<file path="src/rtl/fb_scanout_reader.sv">
// fb_scanout_reader: reads the framebuffer RAM in raster order and turns it
// into a valid/ready pixel stream. A small prefetch FIFO absorbs downstream
// stalls, and a credit check on read issue keeps that FIFO from overflowing.
module fb_scanout_reader #(
    parameter int H_ACTIVE   = 320,
    parameter int V_ACTIVE   = 240,
    parameter int BASE_ADDR  = 0,
    parameter int ADDR_W     = 17,
    parameter int FIFO_DEPTH = 16
) (
    input  logic              clk,
    input  logic              reset,
    input  logic              enable,
    output logic [ADDR_W-1:0] mem_address,
    output logic              mem_chipselect,
    output logic              mem_clken,
    output logic              mem_write,
    input  logic [31:0]       mem_readdata,
    output logic [23:0]       px_data,
    output logic              px_sof,
    output logic              px_eol,
    output logic              px_valid,
    input  logic              px_ready,
    output logic              underflow,
    output logic              busy
);

    localparam int XW = (H_ACTIVE > 1) ? $clog2(H_ACTIVE) : 1;
    localparam int YW = (V_ACTIVE > 1) ? $clog2(V_ACTIVE) : 1;
    localparam int PW = $clog2(FIFO_DEPTH);
    localparam int CW = PW + 1;

    localparam logic [XW-1:0] X_LAST = XW'(H_ACTIVE - 1);
    localparam logic [YW-1:0] Y_LAST = YW'(V_ACTIVE - 1);

    typedef enum logic [1:0] {
        IDLE  = 2'd0,
        RUN   = 2'd1,
        DRAIN = 2'd2
    } state_t;

    state_t state, state_nxt;
    logic   restart;

    // read-side raster position and linear address
    logic [XW-1:0]     x_rd;
    logic [YW-1:0]     y_rd;
    logic [ADDR_W-1:0] addr;

    // one read can be in flight; its tags travel alongside it
    logic inflight;
    logic cap_sof;
    logic cap_eol;

    // prefetch FIFO entry: {sof, eol, rgb}
    logic [25:0]   fifo_mem [FIFO_DEPTH];
    logic [PW-1:0] wr_ptr;
    logic [PW-1:0] rd_ptr;
    logic [CW-1:0] count;
    logic [25:0]   head;

    // output-side frame tracking
    logic [YW-1:0] y_out;
    logic          in_frame;
    logic          last_done;
    logic          underflow_q;

    logic issue;
    logic rd_last;
    logic push;
    logic pop;
    logic pop_last;
    logic fifo_empty;

    // the upper byte of the stored word is not part of the pixel
    logic unused_rd_hi;
    assign unused_rd_hi = ^mem_readdata[31:24];

    assign fifo_empty = (count == '0);
    assign head       = fifo_mem[rd_ptr];
    assign rd_last    = (x_rd == X_LAST) && (y_rd == Y_LAST);

    // credit counts the in-flight read so a full FIFO never sees a push
    assign issue    = (state == RUN) &&
                      (({1'b0, count} + {{CW{1'b0}}, inflight}) < (CW+1)'(FIFO_DEPTH));
    assign push     = inflight;
    assign pop      = px_valid && px_ready;
    assign pop_last = pop && head[24] && (y_out == Y_LAST);

    assign mem_address    = addr;
    assign mem_chipselect = issue;
    assign mem_write      = 1'b0;
    assign mem_clken      = ~reset;

    assign px_valid  = ~fifo_empty;
    assign px_data   = px_valid ? head[23:0] : 24'd0;
    assign px_eol    = px_valid & head[24];
    assign px_sof    = px_valid & head[25];
    assign busy      = (state != IDLE);
    assign underflow = underflow_q;

    // state register
    always_ff @(posedge clk or posedge reset) begin
        if (reset) state <= IDLE;
        else       state <= state_nxt;
    end

    // next state; restart marks every entry into RUN so counters start clean
    always_comb begin
        state_nxt = state;
        restart   = 1'b0;
        case (state)
            IDLE: begin
                if (enable) begin
                    state_nxt = RUN;
                    restart   = 1'b1;
                end
            end
            RUN: begin
                if (issue && rd_last) state_nxt = DRAIN;
            end
            DRAIN: begin
                if (fifo_empty && !inflight && last_done) begin
                    if (enable) begin
                        state_nxt = RUN;
                        restart   = 1'b1;
                    end else begin
                        state_nxt = IDLE;
                    end
                end
            end
            default: state_nxt = IDLE;
        endcase
    end

    // read-side raster walk; address is linear across lines
    always_ff @(posedge clk or posedge reset) begin
        if (reset) begin
            x_rd <= '0;
            y_rd <= '0;
            addr <= ADDR_W'(BASE_ADDR);
        end else if (restart) begin
            x_rd <= '0;
            y_rd <= '0;
            addr <= ADDR_W'(BASE_ADDR);
        end else if (issue) begin
            addr <= addr + 1'b1;
            if (x_rd == X_LAST) begin
                x_rd <= '0;
                y_rd <= (y_rd == Y_LAST) ? '0 : y_rd + 1'b1;
            end else begin
                x_rd <= x_rd + 1'b1;
            end
        end
    end

    // delay issue and its coordinate tags to line up with the RAM data
    always_ff @(posedge clk or posedge reset) begin
        if (reset) begin
            inflight <= 1'b0;
            cap_sof  <= 1'b0;
            cap_eol  <= 1'b0;
        end else begin
            inflight <= issue;
            cap_sof  <= issue && (x_rd == '0) && (y_rd == '0);
            cap_eol  <= issue && (x_rd == X_LAST);
        end
    end

    // FIFO storage; contents need no reset since count gates visibility
    always_ff @(posedge clk) begin
        if (push) fifo_mem[wr_ptr] <= {cap_sof, cap_eol, mem_readdata[23:0]};
    end

    // FIFO pointers and occupancy; push and pop may coincide
    always_ff @(posedge clk or posedge reset) begin
        if (reset) begin
            wr_ptr <= '0;
            rd_ptr <= '0;
            count  <= '0;
        end else begin
            if (push) wr_ptr <= wr_ptr + 1'b1;
            if (pop)  rd_ptr <= rd_ptr + 1'b1;
            case ({push, pop})
                2'b10:   count <= count + 1'b1;
                2'b01:   count <= count - 1'b1;
                default: count <= count;
            endcase
        end
    end

    // output-side frame position: line count, mid-frame flag, frame-done flag
    always_ff @(posedge clk or posedge reset) begin
        if (reset) begin
            y_out     <= '0;
            in_frame  <= 1'b0;
            last_done <= 1'b0;
        end else begin
            if (restart) begin
                y_out     <= '0;
                last_done <= 1'b0;
            end else begin
                if (pop && head[24]) y_out <= (y_out == Y_LAST) ? '0 : y_out + 1'b1;
                if (pop_last)        last_done <= 1'b1;
            end
            if (pop_last)              in_frame <= 1'b0;
            else if (pop && head[25])  in_frame <= 1'b1;
        end
    end

    // sticky underflow: consumer ready but nothing to give, mid-frame
    always_ff @(posedge clk or posedge reset) begin
        if (reset) underflow_q <= 1'b0;
        else if ((state != IDLE) && in_frame && px_ready && !px_valid) underflow_q <= 1'b1;
    end

    // the credit rule must make a push into a full FIFO impossible
    fifo_no_overflow: assert property (@(posedge clk) disable iff (reset)
        !(push && !pop && (count == CW'(FIFO_DEPTH))));

endmodule

</file>
<file path="config.mk">
export PLATFORM = sky130hd
export DESIGN_NAME = fb_scanout_reader
export DESIGN_NICKNAME = d
export VERILOG_FILES = /design/src/rtl/fb_scanout_reader.sv
export SDC_FILE = /design/constraint.sdc
export NUM_CORES = 1
export LEC_CHECK = 0
export CORE_ASPECT_RATIO = 1.4
export CORE_MARGIN = 1.5
export CORE_UTILIZATION = 41
export CTS_CLUSTER_DIAMETER = 150
export CTS_CLUSTER_SIZE = 40
export DETAILED_ROUTE_END_ITERATION = 6
export HOLD_SLACK_MARGIN = 0.05
export PLACE_DENSITY_LB_ADDON = 0.08
export SLEW_MARGIN = 30
export SYNTH_ARGS = -nofsm -noshare
export SYNTH_HDL_FRONTEND = slang
export SYNTH_SLANG_ARGS = --single-unit
</file>
<file path="constraint.sdc">
create_clock -name clk -period 6.58 [get_ports clk]
set_clock_uncertainty 0.05 [all_clocks]
set_input_delay 1.974 -clock clk [delete_from_list [all_inputs] [get_ports clk]]
set_output_delay 1.974 -clock clk [all_outputs]
set_load 0.005 [all_outputs]
</file>
== Word level (Yosys, flattened, before mapping) ==
Memories as Yosys holds them, arrays and structs flattened.
Index checks and enable logic that the tools add are counted.

* Flip-flop bits (word level): 63
* ROM bits: 0
* Output and inout bits: 49
* Word-level logic and storage cells: 96
* Bits of input ports: 36
* Memories: 1
* Memory bits (writable): 416
* Bits in latches: 0

{| class="wikitable"
|+ Memories
! memory !! words !! bits a word !! rd ports !! clocked after memory_dff !! write ports !! RTL line !! text
|-
| fifo_mem || 16 || 26 || 1 || 0 || 1 || 56 || <nowiki>logic [25:0] fifo_mem [FIFO_DEPTH];</nowiki>
|}

* Multiplexer cells: 28
* Order comparisons: 1
* $add $sub $neg: 9
* Eq/ne operators: 10
* Reductions and logical operators: 29
* Shift operators: 0
* Bitwise logic cells: 4
* $mul: 0
* Div/mod/pow operators: 0

{| class="wikitable"
|+ Operators with widths
! operator !! count
|-
| $mux 8 || 7
|-
| $mux 17 || 2
|-
| $mux 9 || 3
|-
| $mux 24 || 1
|-
| $add 17x1->17 const B || 1
|-
| $add 8x1->8 const B || 2
|-
| $eq 8x8->1 const B || 2
|-
| $logic_and 1x1->1 || 15
|-
| $reduce_bool 2->1 || 7
|-
| $pmux 5 s2 || 1
|-
| $add 9x1->9 const B || 1
|-
| $eq 9x9->1 const B || 1
|-
| $logic_not 9->1 || 1
|-
| $mux 1 || 9
|-
| $add 4x1->4 const B || 2
|-
| $logic_not 8->1 || 1
|-
| $add 5x1->6 || 1
|-
| $lt 6x5->1 const B || 1
|-
| $mux 2 || 3
|-
| $pmux 2 s3 || 1
|-
| $add 5x1->5 const B || 1
|-
| $logic_not 5->1 || 1
|-
| $sub 5x1->5 const B || 1
|-
| $eq 2x1->1 const B || 2
|-
| 10 further kinds || 14
|}

== Depth between registers and ports, before layout ==
Gate-level depths: netlist of the first run.

* Depth after elaboration: 7
* Depth in mapped cells: 13
* Mapped depth without buffers: 11

== Worst setup path before layout of the first run ==
No wires, ideal clock.

* Path type: in2out
* Start point: in reset
* End point: out mem_clken
* Stages: 1
* Arrival time: 3.305 ns
* Data required time: 4.556 ns
* Buffers on the path: 0
* Setup slack: 1.251 ns
* Cells stage by stage: inv_1

* Cells in the longest elaborated chain, start to end: 1

{| class="wikitable"
|+ RTL lines
! element !! RTL line !! text
|-
| from (decl) || 12 || <nowiki>input logic reset,</nowiki>
|-
| $not 1->1 || 93 || <nowiki>assign mem_clken = ~reset;</nowiki>
|-
| to (decl) || 16 || <nowiki>output logic mem_clken,</nowiki>
|}

No other way between the ends.

== Final worst setup path of the first run ==
* Start point: reg rd_ptr[0]
* End point: out px_data[3]

* Cells in the longest elaborated chain, start to end: 2

{| class="wikitable"
|+ RTL lines
! element !! RTL line !! text
|-
| from (decl) || 58 || <nowiki>logic [PW-1:0] rd_ptr;</nowiki>
|-
| from (signal assigned) || 183 || <nowiki>if (pop) rd_ptr <= rd_ptr + 1'b1;</nowiki>
|-
| $mem_v2 16x26 || - ||
|-
| $mux 24 || 96 || <nowiki>assign px_data = px_valid ? head[23:0] : 24'd0;</nowiki>
|-
| to (decl) || 19 || <nowiki>output logic [23:0] px_data,</nowiki>
|}

No other way between the ends.

==> impl_metrics.csv, run 1 <==
group,metric,value,unit
status,run_status,"finished, final reports clean",
finish,synthToLayoutAreaGrowth,9.59,%
worst_setup_path,regToRegSetupSlack,3.00,ns
die,die_w,186,um
logic_synthesis,netlist_area,19300,um2
sta,fin_crit_sh,85.1,%
worst_setup_path,crit_path_max_incr_delay,0.84,ns
power_and_ir_drop,p_leak,6.72,nW
hold_path,worstHoldStart,"underflow",
clocking,cts.sinks,479,
power_and_ir_drop,fin_total_pwr,0.00817,W
clocking,cts_buffers,15,
routing,drt_first_iter_violations,738,
worst_setup_path,arrival,3.58,ns
place,pre_cts_ws,1.49,ns
power_and_ir_drop,irDropWorstVdd,0.219,mV
place,gp_congestion,0.755,
sta,timing.setup.tns,0,ns
worst_setup_path,start_kind,"flip-flop",
die,rows,93,
worst_setup_path,cp_cell_sequence,"buf_4 > mux4_2 > mux4_2 > nor2b_1 > clkdlybuf4s50_1",
grt,grt_pass1_wl,61700,um
logic_synthesis,synth_top_area_share,64.8,%
logic_synthesis,seq_area_frac_synth,73.0,%
worst_setup_path,crit_required,4.56,ns
clocking,hold_buffers,0,
grt,grt_max_degree,64,
worst_setup_path,critPathBufInv,2,
finish,antenna_cells,0,
worst_setup_path,worstRegToRegCells,11,
die,die-area,48300,um2
worst_setup_path,endpoint_kind,"primary output",
sta,fin_crit,5.60,ns
routing,wire_per_inst,24.7,um
worst_setup_path,critical-path-top-delay-family,"multiplexers",
routing,first_pass_iters,4,
logic_synthesis,synth.distinct_cells,58,
worst_setup_path,r2r_end,"count[4]",
logic_synthesis,synth_seq_cells,479,
place,dp.cells,1638,
sta,timing.final.max_slew_violations,0,
logic_synthesis,yosysMostFrequentCell,"edfxtp_1",
sta,hold_viol,0,
routing,vias,8985,
logic_synthesis,synth_top_area_cell,"edfxtp_1",
clocking,postCtsSetupRepairBufs,0,
routing,drt_wl_total,41100,um
sta,fin_ws,0.980,ns
grt,track_usage,17.6,%
clocking,ctsLongestPathBuffers,3,
finish,layout.cells.non_filler,1664,
sta,max_freq,179,MHz
sta,worstMarginPinSlew,0.911,ns
logic_synthesis,synth_edf_count,416,
worst_setup_path,cpMostUsedCell,"mux4_2",
sta,fin_hold_ws,0.447,ns
place,hpwl,21800,um
logic_synthesis,syn_inst,982,
die,ios,85,
routing,avgViaCountPerCell,5.40,
logic_synthesis,syn-num-nets,1033,
clocking,ctsResizeCount,0,
hold_path,hold_depth,1,
die,initial_core_util,41.7,%
clocking,cts_root_buf,"clkbuf_16",
hold_path,holdPathEnd,"underflow",
worst_setup_path,crit_path_max_fanout,27,
logic_synthesis,syn_area_per_cell,19.6,um2
logic_synthesis,synth_ff_type,"edfxtp_1",
routing,ant_nets,0,
grt,antenna_found_initial,0,
place,io_buffers,75,
finish,multiInputGateArea,4900,um2
logic_synthesis,synthTopCellsByArea,"edfxtp_1 (65%), mux4_2 (15%), dfrtp_1 (8.2%)",
job,drv_cap,0,
worst_setup_path,r2r-start,"count[2]",
die,dieHeight,260,um
die,core_area,46200,um2
worst_setup_path,worst_path_max_delay_cell,"dfrtp_4",
logic_synthesis,synthArstFlopShare,13.2,%
grt,grt_pass1_vias,9538,
routing,drc,0,
finish,nets,1090,
clocking,clock_latency,0.54,ns
finish,drive_gt1_share,17.9,%
sta,max-slew-margin-rel,39.1,%
clocking,clk_pin_slew,0.14,ns
finish,layout.area.seq,14100,um2
power_and_ir_drop,power_density,387,nW/um2
logic_synthesis,synth_commonest_cells,"edfxtp_1 (416), mux4_2 (127), dfrtp_1 (63), nand2_1 (41), nor2_1 (31)",
clocking,htreeDepth,1,
sta,setup_violations,0,
sta,rsz0062_at_grt,"no",
clocking,cts_tree,"done",
grt,overflow,0,
finish,nFillCells,4048,
worst_setup_path,critPathKind,"flip-flop to primary output",
hold_path,hp-class,"flip-flop to flip-flop",
logic_synthesis,yosys_warnings,0,
-- worst max path at each step --
stage,start,to,cells past startpoint
2_1_floorplan,reset,mem_clken,1
3_3_place_gp,rd_ptr[0],px_data[3],5
3_5_place_dp,rd_ptr[0],px_data[3],5
4_1_cts,rd_ptr[0],px_data[3],5
5_1_grt,rd_ptr[0],px_data[3],5
6_report,rd_ptr[0],px_data[3],5
-- flip-flops by register name, summed over array words and instances (netlist names), 2 cells and up --
register / flops
mem_address: 17
y_rd: 8
x_rd: 9
y_out: 8
state: 2
fifo_mem: 416
count: 5
wr_ptr: 4
rd_ptr: 4
-- stage by stage --
stage / area [um2] / util [%]
after floorplan: 19300 / -
after global placement: 20700 / 44.7
after detailed placement: 20700 / 44.8
after CTS: 21100 / 45.7
after global routing: 21100 / 45.7
final: 21100 / 45.7
-- layout make-up --
cell class,count,area share [%]
clock buffers,25,1.95
inverters,19,0.338
multi-input cells,438,23.2
flip-flops and latches,479,66.6
well taps,617,3.65
repair buffers,86,4.22
-- power breakdown --
group          internal (W)  switching [W]  leakage (nW)
logic               0.00154        0.00125          2.01
registers           0.00373       0.000357          4.52
clock network      0.000442       0.000851         0.197
-- kinds of logic (layout without fill, tap and decap cells) --
group           after synthesis  after routing  share of synthesized area [%]
mux                         135            135                           15.3
simple gates                195            195                           5.42
compound gates               59             59                           1.99
xor+xnor                     33             33                           1.50
other cells                   1              1                         0.0195
buf+inv                      65            130                           1.84
fa+ha+maj                    15             15                          0.974
flops                       479            479                           73.0
-- per-layer routing --
| metal | routed length (um) | track usage, % |
|---|---|---|
| met5 | 0 | 0 |
| met4 | 631 | 3.70 |
| met3 | 1290 | 1.72 |
| met2 | 21400 | 31.2 |
| met1 | 17800 | 23.7 |
-- placed cells by master (no fill, tap or decap), types with 10 or more instances in the layout --
| master | instances |
|---|---|
| and2_4 | 16 |
| nand2_1 | 41 |
| xnor2_1 | 20 |
| edfxtp_1 | 416 |
| nand3_1 | 18 |
| nor3_1 | 12 |
| clkdlybuf4s50_1 | 75 |
| clkbuf_16 | 15 |
| clkbuf_1 | 10 |
| dfrtp_1 | 59 |
| a21oi_1 | 16 |
| mux4_2 | 127 |
| o21ai_0 | 13 |
| nor2_1 | 31 |
| ha_1 | 15 |
| nor2b_1 | 30 |
| xor2_1 | 13 |
| inv_1 | 16 |
(Power assumes the default switching activity.)
==> run 2: changes to the inputs <==
--- a/config.mk
+++ b/config.mk
@@ -7,7 +7,7 @@
 export LEC_CHECK = 0
 export CORE_ASPECT_RATIO = 1.4
 export CORE_MARGIN = 1.5
-export CORE_UTILIZATION = 41
+export CORE_UTILIZATION = 40
 export CTS_CLUSTER_DIAMETER = 150
 export CTS_CLUSTER_SIZE = 40
 export DETAILED_ROUTE_END_ITERATION = 6
==> run 2 against run 1 <==
Against the previous run: clock power hardly changed; cell area about the same; wire length shrank 0.16%; register-to-register slack better by 0.09 ns; core utilization down 1.5 points; sequential share of layout area barely moved; count of clock-buffer cells in the layout stayed put; worst setup slack got worse by 0.0028 ns; combinational power is essentially flat; non-clock buffer count is 1 lower; first-iteration DRC count decreased by 7.5%.
==> impl_metrics.csv, run 2 (same netlist as run 1, synthesis figures left out) <==
group,metric,value,unit
power_and_ir_drop,irDropWorstVdd,0.252,mV
sta,timing.setup.tns,0,ns
sta,hold_viol,0,
finish,utilization,44.2,%
finish,nets,1089,
routing,wire_per_inst,24.5,um
clocking,cts_root_buf,"clkbuf_16",
routing,drt_wl_total,41100,um
grt,track_usage,16.8,%
die,die_w,189,um
grt,antenna_found_initial,1,
sta,timing.final.max_slew_violations,0,
worst_setup_path,cp-startpoint,"rd_ptr[0]",
status,run_status,"finished, final reports clean",
die,die-area,49500,um2
clocking,hold_buffers,0,
routing,first_pass_iters,4,
clocking,clock_latency,0.54,ns
sta,setup_violations,0,
power_and_ir_drop,fin_total_pwr,0.00816,W
routing,ant_nets,0,
finish,final_cell_mix,"edfxtp_1 (416), mux4_2 (127), clkdlybuf4s50_1 (75), dfrtp_1 (59), nand2_1 (41)",
finish,antenna_cells,0,
finish,drive_gt1_share,17.8,%
worst_setup_path,start_kind,"flip-flop",
die,rows,95,
finish,nFillCells,4153,
sta,fin_crit_sh,85.2,%
finish,largest_reg_flops,416,
clocking,ctsLongestPathBuffers,3,
place,hpwl,21900,um
routing,vias,9045,
clocking,clk_pin_slew,0.14,ns
clocking,cts.sinks,479,
power_and_ir_drop,p_leak,6.71,nW
grt,grt_max_degree,64,
sta,max_freq,178,MHz
sta,fin_crit,5.60,ns
clocking,htreeDepth,1,
worst_setup_path,crit_path_max_fanout,29,
grt,grt_pass1_wl,61900,um
worst_setup_path,crit_required,4.56,ns
routing,drc,0,
job,drv_cap,0,
power_and_ir_drop,power_density,386,nW/um2
grt,grt_pass1_vias,9689,
die,core_area,47800,um2
hold_path,worstHoldStart,"underflow",
clocking,cts_tree,"done",
finish,layout_commonest_cell,"edfxtp_1",
grt,overflow,0,
sta,max-slew-margin-rel,40.5,%
place,io_buffers,75,
die,ios,85,
finish,top_register,"fifo_mem",
sta,rsz0062_at_grt,"no",
clocking,ctsResizeCount,0,
worst_setup_path,arrival,3.58,ns
finish,synthToLayoutAreaGrowth,9.53,%
worst_setup_path,endpoint_kind,"primary output",
clocking,postCtsSetupRepairBufs,0,
hold_path,hp-class,"flip-flop to flip-flop",
routing,drt_first_iter_violations,683,
routing,avgViaCountPerCell,5.40,
worst_setup_path,r2r-start,"count[2]",
sta,worstMarginPinSlew,0.890,ns
die,dieHeight,263,um
place,gp_congestion,0.723,
worst_setup_path,critPathKind,"flip-flop to primary output",
die,initial_core_util,40.3,%
clocking,cts_buffers,15,
[run 2: cell count changes in the layout (fill, tap and decap cells not counted), sizes merged]
cell / before / now
buf: 11 / 10
[run 2: metal layers]
metal | track usage, % | share of wire (%) | vias up
met4 | 3.17 | 1.4 | 2
li1 | - | - | 4017
met1 | 22.8 | 44 | 4890
met5 | 0 | 0.027 | -
met3 | 1.32 | 2.5 | 24
met2 | 29.9 | 52 | 112
[run 2: final timing paths]
path | endpoint | slack, ns | depth (start not counted)
max | px_data[15] | 0.98 | 5
min | underflow | 0.45 | 1
max reg2reg | count[4] | 3.09 | 11
min reg2reg | underflow | 0.45 | 1
max in group asynchronous | rd_ptr[0] | 3.88 | 3
min in group asynchronous | x_rd[6] | 1.97 | 3
[run 2: where the power goes]
group | internal, W | switching, W
combinational | 0.00154 | 0.00126
clock | 0.000442 | 0.000851
sequential | 0.00373 | 0.000345
total | 0.00571 | 0.00245
[run 2: through the flow]
stage | cell area (um2) | setup slack, ns | hold slack, ns | instances
after floorplan | 19300 | 1.25 | 0.410 | 982
after global routing | 21100 | 0.797 | 0.480 | 1676
final | 21100 | 0.977 | 0.450 | 1676
after CTS | 21100 | 0.874 | 0.453 | 1676
after detailed placement | 20700 | 1.50 | 0.407 | 1651
after global placement | 20700 | 1.52 | 0.413 | 1651
[run 2: worst max-delay path: stages (launching register included)]
cell and delay, ns:
dfrtp_4 0.86, buf_4 0.41, mux4_2 0.56, mux4_2 0.49, nor2b_1 0.17, clkdlybuf4s50_1 0.51
[run 2: layout make-up]
type	instances	area (um2)	area share, %
inverters	19	71.3	0.338
clock buffers	25	413	1.96
well taps	630	788	3.73
repair buffers	85	863	4.09
multi-input cells	438	4900	23.2
flip-flops and latches	479	14100	66.7
==> run 3: changes to the inputs <==
--- a/config.mk
+++ b/config.mk
@@ -7,7 +7,7 @@
 export LEC_CHECK = 0
 export CORE_ASPECT_RATIO = 1.4
 export CORE_MARGIN = 1.5
-export CORE_UTILIZATION = 40
+export CORE_UTILIZATION = 54
 export CTS_CLUSTER_DIAMETER = 150
 export CTS_CLUSTER_SIZE = 40
 export DETAILED_ROUTE_END_ITERATION = 6
==> constraint.sdc (replaced) <==
create_clock -name clk -period 4.67 [get_ports clk]
set_clock_uncertainty 0.05 [all_clocks]
set_input_delay 1.401 -clock clk [delete_from_list [all_inputs] [get_ports clk]]
set_output_delay 1.401 -clock clk [all_outputs]
set_load 0.005 [all_outputs]
==> run 3 against run 2 <==
Against the previous run: register-to-register slack worse by 2.0 ns; combinational power up 48%; clock power up 40%; wire length down 5.1%; sequential power up 39%; worst hold slack better by 0.0075 ns; worst setup slack worse by 0.88 ns; count of clock-buffer cells in the layout unchanged; cell area down 0.37%; die area down 26%; non-clock buffer count up 11; critical path type unchanged; critical endpoint is now px_data[22].
==> impl_metrics.csv, run 3 (same netlist as run 1, synthesis figures left out) <==
group,metric,value,unit
status,run_status,"finished, final reports clean",
grt,grt_max_degree,47,
finish,nets,1100,
worst_setup_path,endpoint_kind,"primary output",
finish,layout_commonest_cell,"edfxtp_1",
routing,drt_wl_total,39000,um
finish,multiInputGateArea,4900,um2
die,die_w,163,um
sta,fin_hold_ws,0.458,ns
clocking,htreeDepth,1,
sta,max_freq,219,MHz
routing,vias,9190,
grt,grt_pass1_wl,58900,um
finish,layout.area.seq,14100,um2
worst_setup_path,worst_path_max_delay_cell,"dfrtp_4",
sta,max-slew-margin-rel,34.4,%
hold_path,worstHoldStart,"underflow",
power_and_ir_drop,fin_total_pwr,0.0116,W
die,rows,81,
sta,fin_crit,4.57,ns
sta,hold_viol,0,
routing,drc,0,
place,gp_congestion,0.819,
worst_setup_path,arrival,3.12,ns
worst_setup_path,critPathBufInv,2,
clocking,clk_pin_slew,0.14,ns
clocking,cts_buffers,15,
grt,grt_pass1_vias,9678,
routing,drt_first_iter_violations,660,
place,io_buffers,75,
die,initial_core_util,55.0,%
finish,utilization,60.0,%
worst_setup_path,r2r-start,"count[2]",
clocking,cts_root_buf,"clkbuf_16",
sta,timing.final.max_slew_violations,0,
place,hpwl,21000,um
die,core_area,35100,um2
worst_setup_path,crit_required,3.22,ns
finish,nFillCells,2569,
power_and_ir_drop,irDropWorstVdd,0.285,mV
clocking,cts_tree,"done",
die,die-area,36900,um2
grt,track_usage,22.1,%
die,ios,85,
sta,fin_crit_sh,97.9,%
routing,avgViaCountPerCell,6.07,
finish,top_register,"fifo_mem",
grt,overflow,0,
finish,drive_gt1_share,18.6,%
worst_setup_path,critPathKind,"flip-flop to primary output",
clocking,hold_buffers,0,
finish,largest_reg_flops,416,
worst_setup_path,crit_path_max_incr_delay,0.55,ns
worst_setup_path,start_kind,"flip-flop",
sta,setup_violations,0,
clocking,clock_latency,0.55,ns
sta,timing.setup.tns,0,ns
clocking,ctsLongestPathBuffers,3,
finish,final_cell_mix,"edfxtp_1 (416), mux4_2 (127), clkdlybuf4s50_1 (75), dfrtp_1 (59), nand2_1 (41)",
finish,synthToLayoutAreaGrowth,9.13,%
worst_setup_path,crit_path_max_fanout,14,
power_and_ir_drop,power_density,550,nW/um2
worst_setup_path,cpMostUsedCell,"mux4_2",
worst_setup_path,critical-path-top-delay-family,"multiplexers",
job,drv_cap,0,
worst_setup_path,cp_cell_sequence,"buf_4 > mux4_2 > mux4_2 > nor2b_1 > clkdlybuf4s50_1",
routing,first_pass_iters,4,
hold_path,hp-class,"flip-flop to flip-flop",
power_and_ir_drop,p_leak,6.79,nW
finish,antenna_cells,0,
routing,ant_nets,0,
routing,wire_per_inst,25.8,um
die,dieHeight,227,um
worst_setup_path,cp-startpoint,"rd_ptr[0]",
clocking,cts.sinks,479,
sta,worstMarginPinSlew,0.984,ns
sta,rsz0062_at_grt,"no",
grt,antenna_found_initial,1,
run 3: cell count changes in the layout (fill, tap and decap cells not counted):
cell    change
and2_2      +2
buf_16      +2
buf_8       +1
and2_4      -2
buf_4       +7
buf_12      +1
run 3: layout make-up:
| cell class | count | share of cell area [%] |
|---|---|---|
| flip-flops and latches | 479 | 66.9 |
| clock buffers | 25 | 1.96 |
| repair buffers | 96 | 4.78 |
| inverters | 19 | 0.339 |
| multi-input cells | 438 | 23.3 |
| well taps | 456 | 2.71 |
run 3: repair_timing:
| action | CTS | global route |
|---|---|---|
| setup buffers | 1 | 0 |
| endpoints found under the setup margin | 9 | 1 |
| resized for setup | 1 | 2 |
run 3: report_power, final:
part | internal, W | leakage, nW | switching [W] | total (W)
logic | 0.00227 | 2.07 | 0.00186 | 0.00413
registers | 0.00525 | 4.52 | 0.000384 | 0.00564
clock network | 0.000623 | 0.197 | 0.00118 | 0.00180
run 3: through the flow:
stage | std cells | area (um2) | setup slack (ns)
2_1_floorplan | 982 | 19300 | 0.487
3_3_place_gp | 1487 | 20600 | 0.574
3_5_place_dp | 1487 | 20600 | 0.575
4_1_cts | 1513 | 21000 | 0.0493
5_1_grt | 1513 | 21000 | 0.000627
6_report | 1513 | 21000 | 0.0967
run 3: worst paths after layout:
path,to,slack (ns),depth (start not counted)
min in group asynchronous,mem_address[10],1.23,3
setup reg to reg,count[4],1.12,11
hold reg to reg,underflow,0.46,1
setup / recovery,px_data[22],0.1,5
hold / removal,underflow,0.46,1
max in group asynchronous,rd_ptr[1],2.41,4
run 3: layer usage:
metal  track usage [%]  part of all wire, %  vias to the layer above
li1                  -                    -                     4046
met1              29.2                   41                     4929
met2              40.2                   54                      181
met3              1.83                  3.5                       32
met4              4.65                  1.5                        2
met5                 0                0.033                        -
run 3: worst reg2reg max path: stages (launching register included):
cell      delay, ns
dfrtp_1        0.50
or4_4          0.62
o21ai_2        0.51
inv_2          0.25
ha_1           0.38
xor2_1         0.21
ha_1           0.23
o21a_1         0.17
o21ai_0        0.14
o21bai_1       0.09
mux2i_1        0.19
xnor2_1        0.14
